==> src/rtl/trigger_sequencer_pkg.sv <==
`default_nettype none
// trig_seq_pkg: FSM state encoding and default parameters shared by trigger_sequencer and trig_fifo.
// Rev 1.0
package trig_seq_pkg;

  typedef enum logic [1:0] {
    IDLE      = 2'd0,
    ISSUE     = 2'd1,
    WAIT_BUSY = 2'd2,
    WAIT_DONE = 2'd3
  } state_e;

  localparam int unsigned DEFAULT_DEPTH       = 4;
  localparam int unsigned DEFAULT_ACK_TIMEOUT = 8;

endpackage
`default_nettype wire

==> src/rtl/trigger_sequencer_fifo.sv <==
`default_nettype none
// trig_fifo: DEPTH x 1 synchronous FIFO with full/empty/level and asynchronous reset.
// Rev 1.0
module trig_fifo
  import trig_seq_pkg::*;
#(
  parameter int unsigned DEPTH = DEFAULT_DEPTH
) (
  input  logic                     clk,
  input  logic                     reset,
  input  logic                     push,
  input  logic                     din,
  input  logic                     pop,
  output logic                     dout,
  output logic                     full,
  output logic                     empty,
  output logic [$clog2(DEPTH):0]   level
);

  localparam int unsigned AW = $clog2(DEPTH);

  logic [DEPTH-1:0] mem_q, mem_d;
  logic [AW-1:0]    wr_ptr_q, wr_ptr_d;
  logic [AW-1:0]    rd_ptr_q, rd_ptr_d;
  logic [AW:0]      count_q, count_d;
  logic             do_push, do_pop;

  assign full  = (count_q == (AW+1)'(DEPTH));
  assign empty = (count_q == '0);
  assign level = count_q;
  assign dout  = mem_q[rd_ptr_q];

  // Ready is a function of occupancy only, so a full FIFO refuses a push even when popping.
  assign do_push = push & ~full;
  assign do_pop  = pop & ~empty;

  always_comb begin
    mem_d    = mem_q;
    wr_ptr_d = wr_ptr_q;
    rd_ptr_d = rd_ptr_q;
    count_d  = count_q;
    if (do_push) begin
      mem_d[wr_ptr_q] = din;
      wr_ptr_d        = wr_ptr_q + AW'(1);
    end
    if (do_pop) begin
      rd_ptr_d = rd_ptr_q + AW'(1);
    end
    if (do_push && !do_pop) begin
      count_d = count_q + (AW+1)'(1);
    end else if (do_pop && !do_push) begin
      count_d = count_q - (AW+1)'(1);
    end
  end

  always_ff @(posedge clk or posedge reset) begin
    if (reset) begin
      mem_q    <= '0;
      wr_ptr_q <= '0;
      rd_ptr_q <= '0;
      count_q  <= '0;
    end else begin
      mem_q    <= mem_d;
      wr_ptr_q <= wr_ptr_d;
      rd_ptr_q <= rd_ptr_d;
      count_q  <= count_d;
    end
  end

endmodule
`default_nettype wire

==> src/rtl/trigger_sequencer.sv <==
`default_nettype none
// trigger_sequencer: queues mode-tagged trigger requests and issues them to the delay counter one at a time.
// Optional TRIG_SEQ_STATS_EN adds done_cnt/drop_cnt outputs. Rev 1.0
module trigger_sequencer
  import trig_seq_pkg::*;
#(
  parameter int unsigned DEPTH       = DEFAULT_DEPTH,
  parameter int unsigned ACK_TIMEOUT = DEFAULT_ACK_TIMEOUT
) (
  input  logic                    clk,
  input  logic                    reset,
  input  logic                    req_valid,
  input  logic                    req_mode,
  output logic                    req_ready,
  input  logic                    cf,
  output logic                    tr,
  output logic                    mode,
  output logic                    done,
  output logic                    err,
  input  logic                    err_clr,
  output logic [$clog2(DEPTH):0]  level
`ifdef TRIG_SEQ_STATS_EN
  ,
  output logic [15:0]             done_cnt,
  output logic [7:0]              drop_cnt
`endif
);

  localparam logic [7:0] TO_LAST = 8'(ACK_TIMEOUT - 1);

  state_e     state_q, state_d;
  logic       tr_q, tr_d;
  logic       mode_q, mode_d;
  logic       done_q, done_d;
  logic       err_q, err_d;
  logic [7:0] to_cnt_q, to_cnt_d;
  logic       pop;
  logic       timeout;
  logic       fifo_dout, fifo_full, fifo_empty;

  trig_fifo #(
    .DEPTH (DEPTH)
  ) u_fifo (
    .clk   (clk),
    .reset (reset),
    .push  (req_valid),
    .din   (req_mode),
    .pop   (pop),
    .dout  (fifo_dout),
    .full  (fifo_full),
    .empty (fifo_empty),
    .level (level)
  );

  assign req_ready = ~fifo_full;
  assign tr        = tr_q;
  assign mode      = mode_q;
  assign done      = done_q;
  assign err       = err_q;

  always_comb begin
    state_d  = state_q;
    tr_d     = 1'b0;
    mode_d   = mode_q;
    done_d   = 1'b0;
    to_cnt_d = to_cnt_q;
    pop      = 1'b0;
    timeout  = 1'b0;
    case (state_q)
      IDLE: begin
        // Emptiness comes from registered occupancy, so a fresh push is never bypassed.
        if (!fifo_empty && cf) begin
          pop     = 1'b1;
          mode_d  = fifo_dout;
          tr_d    = 1'b1;
          state_d = ISSUE;
        end
      end
      ISSUE: begin
        to_cnt_d = '0;
        state_d  = WAIT_BUSY;
      end
      WAIT_BUSY: begin
        if (!cf) begin
          state_d = WAIT_DONE;
        end else if (to_cnt_q == TO_LAST) begin
          timeout = 1'b1;
          state_d = IDLE;
        end else begin
          to_cnt_d = to_cnt_q + 8'd1;
        end
      end
      WAIT_DONE: begin
        if (cf) begin
          done_d  = 1'b1;
          state_d = IDLE;
        end
      end
      default: state_d = IDLE;
    endcase
    err_d = timeout ? 1'b1 : (err_clr ? 1'b0 : err_q);
  end

  always_ff @(posedge clk or posedge reset) begin
    if (reset) begin
      state_q  <= IDLE;
      tr_q     <= 1'b0;
      mode_q   <= 1'b0;
      done_q   <= 1'b0;
      err_q    <= 1'b0;
      to_cnt_q <= '0;
    end else begin
      state_q  <= state_d;
      tr_q     <= tr_d;
      mode_q   <= mode_d;
      done_q   <= done_d;
      err_q    <= err_d;
      to_cnt_q <= to_cnt_d;
    end
  end

`ifdef TRIG_SEQ_STATS_EN
  logic [15:0] done_cnt_q, done_cnt_d;
  logic [7:0]  drop_cnt_q, drop_cnt_d;

  always_comb begin
    done_cnt_d = done_cnt_q;
    drop_cnt_d = drop_cnt_q;
    if (done_d && done_cnt_q != 16'hFFFF) begin
      done_cnt_d = done_cnt_q + 16'd1;
    end
    if (timeout && drop_cnt_q != 8'hFF) begin
      drop_cnt_d = drop_cnt_q + 8'd1;
    end
  end

  always_ff @(posedge clk or posedge reset) begin
    if (reset) begin
      done_cnt_q <= '0;
      drop_cnt_q <= '0;
    end else begin
      done_cnt_q <= done_cnt_d;
      drop_cnt_q <= drop_cnt_d;
    end
  end

  assign done_cnt = done_cnt_q;
  assign drop_cnt = drop_cnt_q;
`endif

endmodule
`default_nettype wire
==> config.mk <==
export PLATFORM = sky130hd
export DESIGN_NAME = trigger_sequencer
export DESIGN_NICKNAME = d
export VERILOG_FILES = /design/src/rtl/trigger_sequencer_pkg.sv /design/src/rtl/trigger_sequencer_fifo.sv /design/src/rtl/trigger_sequencer.sv
export SDC_FILE = /design/constraint.sdc
export NUM_CORES = 1
export LEC_CHECK = 0
export BUFFER_PORTS_ARGS = -buffer_cell sky130_fd_sc_hd__buf_4
export CAP_MARGIN = 0
export CELL_PAD_IN_SITES_DETAIL_PLACEMENT = 1
export CELL_PAD_IN_SITES_GLOBAL_PLACEMENT = 2
export CORE_ASPECT_RATIO = 0.5
export CORE_UTILIZATION = 37
export DETAILED_ROUTE_END_ITERATION = 10
export MAX_ROUTING_LAYER = met4
export PLACE_DENSITY_LB_ADDON = 0.05
export SYNTH_ARGS = -nofsm -noshare
export SYNTH_HDL_FRONTEND = slang
export SYNTH_SLANG_ARGS = --single-unit
==> constraint.sdc <==
create_clock -name clk -period 2.53 [get_ports clk]
set_input_delay 0.253 -clock clk [delete_from_list [all_inputs] [get_ports clk]]
set_output_delay 0.253 -clock clk [all_outputs]
set_load 0.01 [all_outputs]
==> flow_summary.json <==
{
  "timing.final.max_slew_violations": 0,
  "worst_pin_slew_ns": 0.377,
  "drc_errors": 2,
  "postSynthRegisterBits": 25,
  "initialDrtViolationCount": 25,
  "h-tree-depth": 1,
  "post-cts-setup-buffers": 0,
  "worst-setup-path-type": "reg -> reg",
  "syn_inst": 112,
  "worst_setup_hold_path_clk_slew_ns": 0.09,
  "die_area_sq_um": 3660,
  "cts_buffer_depth": 2,
  "grt_overflow_total": 0,
  "worst_skew_pair.late_latency_ns": 0.27,
  "rr_worst_depth": 8,
  "final_antenna_net_count": 0,
  "cp_slowest_cell": "sky130_fd_sc_hd__dfrtp_1",
  "vias_per_cell": 5.19,
  "worst_setup_margin_ns": 0.382,
  "static-leakage-power_nw": 0.676,
  "critical_path_peak_fanout": 8,
  "clock-skew-final_ns": 0.00432,
  "dominantRegCellSynth": "sky130_fd_sc_hd__dfrtp_1",
  "fin_crit_sh_pct": 84.9,
  "antenna_violations_before_repair": 0,
  "violated_checks": "design-rule violations",
  "diodes": 0,
  "worst_path_largest_cell_delay_ns": 0.46,
  "stdcell_count": 170,
  "wl_per_cell_um": 14.6,
  "path_delay_family": "adder cells",
  "post-synth-top-area-cell": "sky130_fd_sc_hd__dfrtp_1",
  "post_cts_resized": 0,
  "final_net_count": 144,
  "startpoint": "u_fifo.level[0]$_DFFE_PP0P_",
  "fp.dieH_um": 43.3,
  "chipWidth_um": 84.6,
  "global_placer_s_final_weighted_congestion": 0.705,
  "avgSynthCellArea_sq_um": 11.3,
  "post_detail_place_hpwl_mm": 1.86,
  "grt_pass1_vias": 960,
  "synthMostInstantiatedCell": "sky130_fd_sc_hd__dfrtp_1",
  "run_status": "complete, but fails checks",
  "pin_count": 14,
  "ys_top_cells_by_area": "sky130_fd_sc_hd__dfrtp_1 50%, sky130_fd_sc_hd__ha_1 6.0%, sky130_fd_sc_hd__nand2_1 4.8%",
  "sequential_cell_area_fraction_in_the_yosys_report_pct": 49.6,
  "synth.distinct_cells": 34,
  "area_added_between_synthesis_and_finish_pct": 16.1,
  "core_region_area_sq_um": 3120,
  "rsz0062_at_grt": "false",
  "power-per-cell-area_nw_per_um2": 1100,
  "grt_pass1_wl_mm": 4.49,
  "timing.critical_path.to_type": "flop",
  "dp_slack_ns": 0.348,
  "ys.warnings.count": 0,
  "vdd_ir_drop_max_mv": 0.481,
  "r2r_slack_ns": 0.38,
  "post-route-min-period_ns": 2.15,
  "starting_utilization_of_the_core_area_pct": 40.4,
  "path_cells": "nor2_1, a21boi_2, ha_1, inv_1, fa_1, xor2_1, nor2_1, xor2_1",
  "floorplan.rows": 14,
  "clock_sinks": 25,
  "async_reset_ff_share_pct": 100,
  "utilization_pct": 47.0,
  "finalPower_mw": 1.60,
  "placed_cells": 166,
  "grt.total_usage_pct": 16.8,
  "synth_enable_flop_cells": 0,
  "first_pass_iters": 7,
  "critical_path.startpoint_type": "flop",
  "io_buffers": 13,
  "hold_viol": 0,
  "max_cap_violation_count": 0,
  "critPathBufInv": 1,
  "worst-endpoint-arrival_ns": 2.35,
  "clock_buffers_created_by_tritoncts": 3,
  "setup-tns-final_ns": 0,
  "cts_tree": "done",
  "relSlewSlack_pct": 74.7,
  "syn_nets": 125,
  "synth_top_area_share_pct": 49.6,
  "final-setup-viol-count": 0,
  "dr_vias": 883,
  "postCtsHoldBufs": 0,
  "largest_net_degree_at_the_start_of_global_routing": 26,
  "postRouteWirelength_mm": 2.49,
  "drive_above_1_share_pct": 23.8,
  "critical_path_required_ns": 2.73,
  "r2r-start": "u_fifo.level[0]$_DFFE_PP0P_",
  "fmaxAchievable_ghz": 0.466,
  "hold_path.class": "in -> async",
  "root_buffer_cell": "sky130_fd_sc_hd__clkbuf_8",
  "synth_top_cells_by_count": "25 x sky130_fd_sc_hd__dfrtp_1, 16 x sky130_fd_sc_hd__nand2_1, 8 x sky130_fd_sc_hd__inv_1, 6 x sky130_fd_sc_hd__ha_1",
  "syn_area_sq_um": 1260,
  "reg2reg_to": "u_fifo.level[2]$_DFFE_PP0P_",
  "num-fill-cells": 340
}
-- per-stage QoR --
step           hold WS [ns]  cell area [sq um]
4_1_cts              0.0301               1460
5_1_grt              0.0547               1460
2_1_floorplan         0.280               1260
3_5_place_dp          0.338               1420
6_report             0.0264               1460
3_3_place_gp          0.338               1420
-- placed cells by master, fill, tap and decap left out, drive strengths merged, types with 4 or more instances in the layout --
| cell | n |
|---|---|
| buf | 16 |
| dfrtp | 25 |
| ha | 6 |
| inv | 8 |
| mux2 | 6 |
| mux2i | 4 |
| nand2 | 17 |
| nand4 | 4 |
| nor2 | 5 |
| o21ai | 5 |
| xnor2 | 4 |
-- cell families (layout without fill, tap and decap cells) --
family,after synthesis,in the layout,synth area share (%)
DFF,25,25,49.6
buffers and inverters,11,29,4.96
muxes,11,11,10.6
adders and majority gates,7,7,7.54
xor gates and xnor gates,6,6,4.76
AOI/OAI and AO/OA,14,14,7.24
and+or+nand+nor,38,38,15.3
-- layout make-up --
type / instances / area [sq um] / share of cell area [%]
Timing Repair Buffer: 16 / 120 / 8.21
Sequential cell: 25 / 626 / 42.7
Clock buffer: 3 / 41.3 / 2.82
Tap cell: 40 / 50.0 / 3.42
Clock inverter: 1 / 7.51 / 0.513
Inverter: 9 / 46.3 / 3.16
Multi-Input combinational cell: 76 / 573 / 39.1
-- worst max path at each step --
stage,slack [ns],to,cells after the start
after floorplan,0.45,u_fifo.level[1]$_DFFE_PP0P_,7
after global placement,0.41,u_fifo.level[2]$_DFFE_PP0P_,8
after detailed placement,0.35,u_fifo.level[2]$_DFFE_PP0P_,8
after CTS,0.31,u_fifo.level[2]$_DFFE_PP0P_,8
after global routing,0.14,u_fifo.level[2]$_DFFE_PP0P_,8
final,0.38,u_fifo.level[2]$_DFFE_PP0P_,8
-- power by group --
| group | switching (mW) | internal (mW) |
|---|---|---|
| Clock | 0.136 | 0.112 |
| Sequential | 0.158 | 0.555 |
| Combinational | 0.311 | 0.333 |
-- state kept, by name, summed over array words and instances (netlist names), 2 cells and up --
signal / flops
u_fifo.wr_ptr_q: 2
state_q: 2
u_fifo.mem_q: 4
u_fifo.level: 3
u_fifo.rd_ptr_q: 2
to_cnt_q: 8
-- worst min-delay path, delay by kind of cell --
family / cells / cell delay (ns)
buf+inv: 3 / 0.45
-- metal layers --
metal	vias to the layer above	track usage [%]	routed length, um
li1	419	-	-
met1	454	19.4	1190
met2	10	29.4	1220
met3	0	5.25	80
met4	0	3.05	0
met5	-	-	0
Power figures use the tool's default switching activity.
